[config.mk]
export PLATFORM = sky130hd
export DESIGN_NAME = adc_frame_packetizer
export DESIGN_NICKNAME = d
export VERILOG_FILES = /design/src/rtl/adc_stream_pkg.sv /design/src/rtl/axis_sync_fifo.sv /design/src/rtl/adc_frame_packetizer.sv
export SDC_FILE = /design/constraint.sdc
export NUM_CORES = 1
export LEC_CHECK = 0
export CELL_PAD_IN_SITES_DETAIL_PLACEMENT = 1
export CELL_PAD_IN_SITES_GLOBAL_PLACEMENT = 2
export CORE_MARGIN = 5
export CORE_UTILIZATION = 44
export DETAILED_ROUTE_END_ITERATION = 16
export DONT_BUFFER_PORTS = 1
export GPL_TIMING_DRIVEN = 0
export PLACE_DENSITY_LB_ADDON = 0.1
export SETUP_SLACK_MARGIN = 0.1
export SLEW_MARGIN = 25
export SYNTH_ARGS = -nofsm -noshare
export SYNTH_HDL_FRONTEND = slang
export SYNTH_SLANG_ARGS = --single-unit
[constraint.sdc]
create_clock -name m00_axis_aclk -period 4.6 [get_ports m00_axis_aclk]
set_clock_uncertainty 0.2 [all_clocks]
set_input_delay 1.15 -clock m00_axis_aclk [delete_from_list [all_inputs] [get_ports m00_axis_aclk]]
set_output_delay 1.15 -clock m00_axis_aclk [all_outputs]
set_load 0.03 [all_outputs]
[src/rtl/adc_stream_pkg.sv]
// Shared types for the ADC sample stream: FSM states and the beat record
// that travels through the output FIFO.
package adc_stream_pkg;

    typedef enum logic [1:0] {
        IDLE,
        CAPTURE,
        ABORT
    } state_t;

    typedef struct packed {
        logic [31:0] tdata;
        logic [3:0]  tstrb;
        logic        tlast;
    } axis_beat_t;

    localparam int BEAT_W = $bits(axis_beat_t);

endpackage

[src/rtl/axis_sync_fifo.sv]
// Single-clock first-word-fall-through FIFO. The head entry is visible on
// dout whenever empty is low. A push while full is accepted only when a pop
// frees the slot in the same cycle.
module axis_sync_fifo #(
    parameter int WIDTH = 8,
    parameter int DEPTH = 16
) (
    input  logic             clk,
    input  logic             rst,
    input  logic             push,
    input  logic [WIDTH-1:0] din,
    input  logic             pop,
    output logic [WIDTH-1:0] dout,
    output logic             full,
    output logic             empty
);

    localparam int AW = $clog2(DEPTH);

    logic [WIDTH-1:0] mem [DEPTH];
    logic [AW-1:0]    wr_ptr;
    logic [AW-1:0]    rd_ptr;
    logic [AW:0]      count;
    logic             pop_ok;
    logic             push_ok;

    assign empty   = (count == '0);
    assign full    = (count == (AW+1)'(DEPTH));
    assign pop_ok  = pop & ~empty;
    assign push_ok = push & (~full | pop_ok);
    assign dout    = mem[rd_ptr];

    // Pointer and occupancy bookkeeping; pointers wrap naturally at DEPTH.
    always_ff @(posedge clk) begin
        if (rst) begin
            wr_ptr <= '0;
            rd_ptr <= '0;
            count  <= '0;
        end else begin
            if (push_ok) wr_ptr <= wr_ptr + 1'b1;
            if (pop_ok)  rd_ptr <= rd_ptr + 1'b1;
            if (push_ok && !pop_ok)      count <= count + 1'b1;
            else if (pop_ok && !push_ok) count <= count - 1'b1;
        end
    end

    // Storage write.
    // NOTE: the array is deliberately not reset; entries are only read after
    // being written, and leaving the reset off lets it map to plain RAM.
    always_ff @(posedge clk) begin
        if (push_ok) mem[wr_ptr] <= din;
    end

endmodule

[src/rtl/adc_frame_packetizer.sv]
// Packs pairs of ADC samples into 32-bit AXI-Stream beats and frames them on
// a trigger rising edge. A frame that cannot be buffered is cut short and
// closed with an empty tlast marker so the consumer can resynchronise.
module adc_frame_packetizer
    import adc_stream_pkg::*;
#(
    parameter int SAMPLE_WIDTH = 16,
    parameter int FRAME_BEATS  = 512,
    parameter int FIFO_DEPTH   = 16
) (
    input  logic                    m00_axis_aclk,
    input  logic                    m00_axis_rst,
    input  logic [SAMPLE_WIDTH-1:0] adc_sample,
    input  logic                    adc_valid,
    input  logic                    trigger,
    input  logic                    clear_overflow,
    input  logic                    m00_axis_tready,
    output logic                    m00_axis_tvalid,
    output logic [31:0]             m00_axis_tdata,
    output logic [3:0]              m00_axis_tstrb,
    output logic                    m00_axis_tlast,
    output logic [15:0]             frame_count,
    output logic                    overflow,
    output logic                    busy
);

    state_t                  state;
    logic                    trigger_q;
    logic [SAMPLE_WIDTH-1:0] low_half;
    logic                    have_low;
    logic [15:0]             beat_idx;
    axis_beat_t              pend_beat;
    logic                    pend_valid;

    logic                    fifo_push;
    logic                    fifo_full;
    logic                    fifo_empty;
    axis_beat_t              fifo_din;
    axis_beat_t              fifo_dout;

    logic                    trig_edge;
    logic                    drop;
    logic                    last_pending;
    logic                    take_sample;

    assign trig_edge    = trigger & ~trigger_q;
    // When full, tvalid is high, so tready alone decides whether a slot frees up.
    assign drop         = (state == CAPTURE) & pend_valid & fifo_full & ~m00_axis_tready;
    assign last_pending = pend_valid & pend_beat.tlast;
    // Once the closing beat is formed, later samples belong to no frame.
    assign take_sample  = (state == CAPTURE) & adc_valid & ~last_pending & ~drop;

    // Select what enters the FIFO: the packed beat while capturing, the marker while aborting.
    // NOTE: every output gets a default first so no path leaves it unassigned (no latch).
    always_comb begin
        fifo_push = 1'b0;
        fifo_din  = '0;
        case (state)
            CAPTURE: begin
                fifo_push = pend_valid;
                fifo_din  = pend_beat;
            end
            ABORT: begin
                fifo_push = ~fifo_full;
                fifo_din  = '{tdata: '0, tstrb: 4'h0, tlast: 1'b1};
            end
            default: ;
        endcase
    end

    // Frame FSM with sample packing, beat numbering and the frame counter.
    always_ff @(posedge m00_axis_aclk) begin
        if (m00_axis_rst) begin
            state       <= IDLE;
            busy        <= 1'b0;
            frame_count <= '0;
            beat_idx    <= '0;
            low_half    <= '0;
            have_low    <= 1'b0;
            pend_valid  <= 1'b0;
            pend_beat   <= '0;
        end else begin
            case (state)
                IDLE: begin
                    if (trig_edge) begin
                        state       <= CAPTURE;
                        busy        <= 1'b1;
                        frame_count <= frame_count + 16'd1;
                        beat_idx    <= '0;
                        have_low    <= 1'b0;
                    end
                end
                CAPTURE: begin
                    pend_valid <= 1'b0;
                    if (drop) begin
                        state <= ABORT;
                    end else begin
                        if (last_pending) begin
                            state <= IDLE;
                            busy  <= 1'b0;
                        end
                        if (take_sample) begin
                            if (have_low) begin
                                pend_valid <= 1'b1;
                                pend_beat  <= '{tdata: {adc_sample, low_half},
                                               tstrb: 4'hF,
                                               tlast: (beat_idx == 16'(FRAME_BEATS - 1))};
                                beat_idx   <= beat_idx + 16'd1;
                                have_low   <= 1'b0;
                            end else begin
                                low_half <= adc_sample;
                                have_low <= 1'b1;
                            end
                        end
                    end
                end
                ABORT: begin
                    if (!fifo_full) begin
                        state <= IDLE;
                        busy  <= 1'b0;
                    end
                end
                default: begin
                    state <= IDLE;
                    busy  <= 1'b0;
                end
            endcase
        end
    end

    // Edge detector history and the sticky overflow flag; a new overflow beats a clear.
    always_ff @(posedge m00_axis_aclk) begin
        if (m00_axis_rst) begin
            trigger_q <= 1'b0;
            overflow  <= 1'b0;
        end else begin
            trigger_q <= trigger;
            if (drop)                overflow <= 1'b1;
            else if (clear_overflow) overflow <= 1'b0;
        end
    end

    axis_sync_fifo #(
        .WIDTH (BEAT_W),
        .DEPTH (FIFO_DEPTH)
    ) u_fifo (
        .clk   (m00_axis_aclk),
        .rst   (m00_axis_rst),
        .push  (fifo_push),
        .din   (fifo_din),
        .pop   (m00_axis_tready),
        .dout  (fifo_dout),
        .full  (fifo_full),
        .empty (fifo_empty)
    );

    // Hold the payload at zero while nothing is offered so reset leaves every output low.
    assign m00_axis_tvalid = ~fifo_empty;
    assign m00_axis_tdata  = fifo_empty ? 32'h0 : fifo_dout.tdata;
    assign m00_axis_tstrb  = fifo_empty ? 4'h0  : fifo_dout.tstrb;
    assign m00_axis_tlast  = fifo_empty ? 1'b0  : fifo_dout.tlast;

endmodule

# Word-level counts from Yosys, hierarchy flattened
# Memories as Yosys holds them, arrays and structs flattened. A register that Yosys moved wholly into a read port is not among the register bits.
# Index checks and enable logic that the tools add are counted.
# totals
regBits	102
ramBits	592
wordCells	103
input_bits	22
n_memories	1
romBits	0
latch_bits	0
out_inout_bits	56
# op_classes
shift	0
div	0
n_mul	0
bitwise	18
addsub	6
eq_ne	11
magnitude_cmp	0
n_reduce_logical	16
mux	36
# mem_list
name	depth	word_bits	rd	rd_ports_with_merged_regs	write_ports	line	source
u_fifo.mem	16	37	1	1	1	axis_sync_fifo.sv:20	logic [WIDTH-1:0] mem [DEPTH];
# op_table
op	n
$pmux W37 S2	1
$mux W16	4
$add A16 B1 Y16 const B	2
$mux W32	1
$pmux W16 S2	1
$eq A16 B9 Y1 const B	1
$mux W1	16
$reduce_and A4 Y1	4
$mux W4	3
$ne A2 B2 Y1 const B	6
$and A1 B1 Y1	10
$mux W5	2
$add A4 B1 Y4 const B	2
$mux W2	4
$not A1 Y1	7
$pmux W2 S3	1
$reduce_bool A2 Y1	3
$add A5 B1 Y5 const B	1
$eq A5 B5 Y1 const B	1
$logic_not A5 Y1	1
$reduce_and A5 Y1	1
$sub A5 B1 Y5 const B	1
$pmux W1 S2	2
$ne A3 B3 Y1 const B	1
other kinds (9)	11

# Longest topological paths before layout
# Gate-level depths: netlist of the first run.
# depth
depth_word	9
depth_mapped	14

# By module
# From an unflattened synthesis of the first run, not the netlist that was laid out.
# unflattened
cells_unflattened	1575
area_unflattened_um2	27328.7
# by_module_without_submodules
module	seq_area_each_um2	area_per_inst_um2	cells_each	n_inst
axis_sync_fifo	18117.4	23089.6	1030	1
adc_frame_packetizer	1781.7	4239.1	545	1

# Worst setup path after synthesis of the first run
# No wires, ideal clock.
# synth_timing
kind	in2reg
startpoint	input port m00_axis_tready
endpoint	memory u_fifo.mem[0][0] (netlist name), enable pin
slack_ns	-0.208
t_required_ns	3.933
n_path_buf	1
cell_stages	5
setup_time_ns	0.467
arrival_ns	4.141
path_cell_list	and3_1 o21a_1 clkbuf_1 nand2_1 nor3_1
# synth_via
elab_chain_cells	5
# synth_rtl
item	line	source
from (decl)	adc_frame_packetizer.sv:17	input logic m00_axis_tready,
$and A1 B1 Y1	axis_sync_fifo.sv:29	assign pop_ok = pop & ~empty;
$or A1 B1 Y1	axis_sync_fifo.sv:30	assign push_ok = push & (~full | pop_ok);
$and A1 B1 Y1	axis_sync_fifo.sv:30	
net u_fifo.push_ok	axis_sync_fifo.sv:25	logic push_ok;
$mux W1	axis_sync_fifo.sv:51	if (push_ok) mem[wr_ptr] <= din;
$mux W1 (implied by the code)	axis_sync_fifo.sv:51	
to (decl)	axis_sync_fifo.sv:20	
# The timed path passes the listed nets, and every way through them passes these cells.

==> key figures, run 1 <==
Routing
  • Top Layer Used: met4
  • DRT Pass-1 Iters: 5
  • WL/cell: roughly 27 µm
  • Final wirelength: approximately 63 mm
  • DR iter-0 viols: about 950
  • Via count: around 13k
  • Remaining DRCs: 0
  • Wl on met1: about 27 mm
  • Post-DRT Antenna Nets: 0
  • Routed wl met3: about 3.8 mm
  • DR vias/cell: 5.60
  • Met2 WL post-DR: 31.4 mm

Setup path
  • FF-to-FF setup slack: 0.98 ns
  • Worst EP arrival: a little under 3 ns
  • Critical path type: flop to output port
  • Reg2reg start: state[1]
  • Crit path max fanout: 10
  • Reg2reg path depth: 13
  • Startpoint Class: flop
  • CP Data Required Time: about 3.3 ns
  • FF-to-FF End: u_fifo.count[4]
  • CP Capture Type: output port

Pwr
  • Pwr/cell area: slightly below 500 nW/µm²
  • LEAKAGE: between 10 and 15 nW
  • Worst vdd ir: between 0.0002 and 0.0003 V

Hold path
  • Hold EP: pend_beat[8]
  • Hold Path Origin: pend_beat[8]
  • Worst hold path type: flop to flop
  • Worst Hold Path Cells: 2

Global routing
  • Vias in the first global route: around 14k
  • Global Route Usage Sum: 20.5%
  • Initial antenna violation count: 1
  • Grt ovf: 0
  • Global-route wire length before repair: around 95 mm
  • Pin count of the biggest net entering global routing: 19

Clock tree
  • CTS tree: yes
  • Maximum root-to-sink buffer count: 3
  • Worst-path clk slew: roughly 0.06 ns
  • Clock Latency Late Sink: 0.60 ns
  • Hold buffers post-CTS: 0
  • Inserted Clock Buffers: 70
  • Total clock sinks: 650
  • Clock root buffer: clkbuf_16
  • Total number of H-tree levels: 3

Floorplan
  • I/O pins: 78
  • Die footprint: around 62000 µm²
  • Die Span Y: 250 µm
  • Die width: 250 µm
  • Row Count: 88
  • Core ar.: ~57000 µm²
  • Starting Density: approximately 44%

Logic synthesis
  • Syn avg cell area: ~18 µm²
  • Post-Syn Instances: 1407
  • Post-synth top flop: edfxtp_1
  • Share of the synthesized area in the top cell type: between 60% and 70%
  • Synth warn: 0
  • Yosys reg bits: 650
  • Post-synth EDFFs: 544
  • Synth top area cells: edfxtp_1 (65%), mux4_2 (12%), dfxtp_1 (8.4%)
  • Async SR Flop Fraction: 0%
  • Largest area contributor in the netlist: edfxtp_1
  • Seq/Total Area, Yosys: between 70 and 80%
  • Syn_nets: about 1.4k
  • Mapped Area: 25300 µm²
  • Post-synth cell types: 46

STA
  • Worst rel slew slack: 28.7%
  • Final setup violation count: 0
  • Fin. Hold Viols: 0
  • RSZ-0062 raised after global routing: false
  • Worst slew pin tran: about 1.1 ns
  • Period utilization: 93.9%
  • Minimum clock period: between 4 and 5 ns
  • Slew Limit Fails: 0
  • Peak Freq: roughly 230 MHz

Layout
  • Layout cell share with drive strength beyond 1: between 20% and 30%
  • Fin area: around 30000 µm²
  • Fill count: ~5.2k
  • Most frequent cells in the layout: edfxtp_1 (544), mux4_2 (136), dfxtp_1 (106)
  • Multi-input gate area: around 6800 µm²
  • Seq. cell area: 18500 µm²
  • N_diodes: 0
  • Fin cells: roughly 2.3k
  • Syn-to-layout area delta: 17.1%
  • Layout Nets: 1555
  • Most common cell after layout, fill and taps aside: edfxtp_1

Flow run
  • Max-cap violations: 0

Placement
  • Placed inst area: around 27000 µm²
  • Cells after DPL: between 2k and 2.5k
  • Detail Placement HPWL: 44.1 mm
  • IO Port Bufs: 0
  • RePlAce Congestion: 0.730

Status
  • Status: completed
==> through the flow <==
step	hold slack [ns]	utilization (%)	power [W]	worst slack [ns]	setup TNS, ns
after floorplan	0.232	-	0.00828	0.701	0
after global placement	0.240	45.8	0.00898	-1.46	-649.67
after detailed placement	0.245	47.4	0.00901	-0.216	-1.04
after CTS	0.253	51.6	0.0146	-0.0394	-0.210
after global routing	0.276	51.7	0.0150	0.124	0
final	0.250	51.7	0.0144	0.281	0
==> synthesized netlist by cell type (7+ instances only) <==
library cell    n
inv_1          15
nand2b_1        7
buf_1           8
clkbuf_1       42
nand2_1        90
nor4_1         12
nand3_1        20
mux4_2        136
and2_1         34
o22ai_1        34
mux2i_1        90
edfxtp_1      544
nor3_1         11
buf_2          25
ha_1           14
xor2_1         10
xnor2_1        21
dfxtp_1       106
a21oi_1        53
nor2_1         76
==> flip-flops by register name, summed over array words and instances, names as in the netlist, named ones only <==
register,flops
have_low,1
u_fifo.count,5
frame_count,16
u_fifo.mem,544
pend_valid,1
overflow,1
u_fifo.wr_ptr,4
state,2
busy,1
beat_idx,16
pend_beat,34
u_fifo.rd_ptr,4
low_half,16
trigger_q,1
==> where the power goes <==
group	internal (W)	leakage (nW)	total [W]	switching [W]
Clock	0.00310	1.06	0.00534	0.00224
Combinational	0.00101	2.43	0.00263	0.00162
Sequential	0.00634	6.84	0.00640	0.0000596
Total	0.0104	10.3	0.0144	0.00393
==> critical path, stage by stage, from the launching register on <==
cell and delay (ns):
dfxtp_1 0.43, clkbuf_1 0.32, clkbuf_4 0.41, buf_2 0.47, mux2i_1 0.19, o22ai_4 0.30
buf_4 0.24
==> area by class of cell <==
class	count	area share [%]
buffer	81	1.39
sequential	650	62.3
multi-input combinational	661	22.9
timing repair buffer	39	2.73
clock buffer	88	6.42
inverter	15	0.190
clock inverter	36	0.874
tap	765	3.23
==> cell families after synthesis <==
kind of cell             Yosys count  synth area share (%)
AO/OA/AOI/OAI                    103                  2.40
XOR/XNOR                          31                  1.07
adder cells (fa/ha/maj)           15                 0.771
buffers and inverters             96                  1.68
flip-flops                       650                  72.9
multiplexers                     228                  15.8
AND/OR/NAND/NOR                  284                  5.39
==> timing repair <==
action	4_1_cts	5_1_grt
pin swaps	1	0
buffers inserted	1	0
resized for setup	53	17
setup endpoints to repair	37	24
==> layer usage <==
layer	track usage, %	up-vias
li1	-	5752
met1	27.8	6958
met2	34.1	300
met3	4.73	63
met4	4.66	0
met5	0	-
==> worst max path at each step <==
stage	slack (ns)	endpoint	from
2_1_floorplan	0.70	u_fifo.mem[4][0]	m00_axis_tready
3_3_place_gp	-1.46	u_fifo.mem[4][10]	m00_axis_tready
3_5_place_dp	-0.22	m00_axis_tstrb[1]	flop
4_1_cts	-0.04	m00_axis_tdata[4]	u_fifo.count[0]
5_1_grt	0.12	m00_axis_tstrb[1]	flop
6_report	0.28	m00_axis_tstrb[1]	flop
No activity file was read; power rests on OpenSTA's default activity.
==> inputs of run 2 (changes only) <==
--- a/config.mk
+++ b/config.mk
@@ -12,7 +12,7 @@
 export DETAILED_ROUTE_END_ITERATION = 16
 export DONT_BUFFER_PORTS = 1
 export GPL_TIMING_DRIVEN = 0
-export PLACE_DENSITY_LB_ADDON = 0.1
+export PLACE_DENSITY = 0.79
 export SETUP_SLACK_MARGIN = 0.1
 export SLEW_MARGIN = 25
 export SYNTH_ARGS = -nofsm -noshare
==> key figures, run 2 (synthesized netlist as in run 1, its figures left out) <==
Status
  • Status: completed

Routing
  • DR iter-0 viols: between 1k and 1.5k
  • Via count: around 13k
  • DRT Pass-1 Iters: 5
  • DR vias/cell: approximately 5.7
  • Post-DRT Antenna Nets: 0
  • Final wirelength: 61.6 mm
  • Remaining DRCs: 0
  • WL/cell: approximately 27 µm

Layout
  • Fin cells: ~2.3k
  • N_diodes: 0
  • Top Registers: u_fifo.mem: 544 flops, pend_beat: 34 flops
  • Layout cell share with drive strength beyond 1: 22.2%
  • Most common cell after layout, fill and taps aside: edfxtp_1
  • Max FFs per register: 544
  • Layout Nets: ~1.5k
  • Most frequent cells in the layout: edfxtp_1 (544), mux4_2 (136), dfxtp_1 (106)
  • Reg with most FFs: u_fifo.mem
  • Syn-to-layout area delta: 16.0%
  • Fin area: 29400 µm²
  • Finished Core Util: roughly half

Placement
  • Cells after DPL: ~2.2k
  • Detail Placement HPWL: 41.9 mm
  • Placed inst area: between 20000 and 30000 µm²
  • IO Port Bufs: 0
  • RePlAce Congestion: between 0.7 and 0.8

Clock tree
  • Clock Latency Late Sink: ~0.59 ns
  • Total clock sinks: 650
  • Maximum root-to-sink buffer count: 3
  • CTS tree: yes
  • Worst-path clk slew: about 0.06 ns
  • Inserted Clock Buffers: 68
  • Clock root buffer: clkbuf_16
  • Total number of H-tree levels: 3

Setup path
  • CP Capture Type: output port
  • Critical path type: flop to output port
  • Startpoint Class: flop
  • CP Data Required Time: approximately 3.3 ns
  • Reg2reg start: state[1]
  • Worst EP arrival: 3.03 ns
  • CP startpoint: u_fifo.count[1]
  • Crit path max fanout: 10

STA
  • Worst slew pin tran: slightly above 1 ns
  • Worst rel slew slack: a little under a third
  • Fin. Hold Viols: 0
  • Minimum clock period: between 4 and 5 ns
  • Final setup violation count: 0
  • Period utilization: 95.1%
  • Peak Freq: 228 MHz
  • Slew Limit Fails: 0
  • RSZ-0062 raised after global routing: true
  • Final hold slack: 0.251 ns

Global routing
  • Met1 Use GR: 26.2%
  • Global Route Usage Sum: between 10% and 20%
  • Met2 Resource Use GR: approximately 34%
  • Vias in the first global route: between 10k and 15k
  • GR Util met3: under 10%
  • Most Crowded Layer GR: met2
  • Pin count of the biggest net entering global routing: 19
  • Initial antenna violation count: 1
  • Grt ovf: 0
  • Global-route wire length before repair: ~93 mm

Floorplan
  • Core ar.: between 50000 and 60000 µm²
  • Die footprint: approximately 62000 µm²
  • I/O pins: 78
  • Die width: between 200 and 250 µm
  • Row Count: between 80 and 90
  • Die Span Y: ~250 µm
  • Starting Density: between 40% and 50%

Pwr
  • Worst vdd ir: between 0.0003 and 0.0004 V
  • Switching Fraction: a little over a quarter
  • Power Internal: between 0.01 and 0.015 W
  • Pwr/cell area: 483 nW/µm²
  • Clock share of power: roughly 37%
  • Reported net switching power: 0.00376 W
  • Reg power frac: a little under half
  • Comb pwr share: about 18%
  • LEAKAGE: slightly above 10 nW

Flow run
  • Max-cap violations: 0

Hold path
  • Hold Path Origin: pend_beat[17]
  • Worst hold path type: flop to flop
## run 2: cell count changes in the layout (fill, tap and decap cells not counted), moves of 4 or more
cell       change
clkbuf_16      -5
buf_6          -7
clkinv_2       -6
o22ai_1       +18
inv_6          +4
buf_8          +6
o22ai_2       -17
clkinv_1       -4
buf_16         -6
## run 2: metrics by stage
stage / total power (W) / setup TNS, ns / worst slack [ns]
global placement: 0.00892 / -468.46 / -1.05
finish: 0.0142 / 0 / 0.224
global route: 0.0148 / 0 / 0.0793
detailed placement: 0.00895 / -0.878 / -0.260
floorplan: 0.00828 / 0 / 0.701
CTS: 0.0143 / 0 / 0.116
## run 2: power groups by stage
stage | registers (W) | clock network, W | logic, W
2_1_floorplan | 0.00651 | 0 | 0.00177
3_5_place_dp | 0.00653 | 0 | 0.00243
3_3_place_gp | 0.00652 | 0 | 0.00239
4_1_cts | 0.00640 | 0.00539 | 0.00255
6_report | 0.00640 | 0.00527 | 0.00250
5_1_grt | 0.00641 | 0.00567 | 0.00270
## run 2: worst paths after layout
path | to | slack (ns) | cells past startpoint
hold / removal | pend_beat[17] | 0.25 | 2
hold reg to reg | pend_beat[17] | 0.25 | 2
setup reg to reg | u_fifo.count[4] | 0.97 | 13
setup / recovery | m00_axis_tdata[23] | 0.22 | 6
## run 2: critical path: stages, from the launching register on
cell and delay, ns:
dfxtp_1 0.43, nor4_4 0.09, nand2b_1 0.07, clkbuf_2 0.28
nand2_1 0.39, clkbuf_2 0.46, o22ai_1 0.70
## run 2: cell type report
cell class	count	area (µm²)
Timing Repair Buffer	33	668
Inverter	15	56.3
Multi-Input combinational cell	661	6670
Clock inverter	31	294
Clock buffer	90	1840
Buffer	81	412
Fill cell	5228	28000
Sequential cell	650	18500
Tap cell	765	957
## run 2: layer usage
| layer | wire (µm) | up-vias |
|---|---|---|
| met5 | 0 | - |
| met4 | 1120 | 0 |
| met3 | 3740 | 68 |
| met2 | 31100 | 375 |
| met1 | 25600 | 6979 |
| li1 | - | 5746 |
## run 2: what timing repair did
| item | in CTS | in global routing |
|---|---|---|
| resized for setup | 38 | 8 |
| setup buffers | 1 | 0 |
| setup endpoints to repair | 37 | 10 |
| hold buffers | 0 | 0 |
| pin swaps | 1 | 0 |
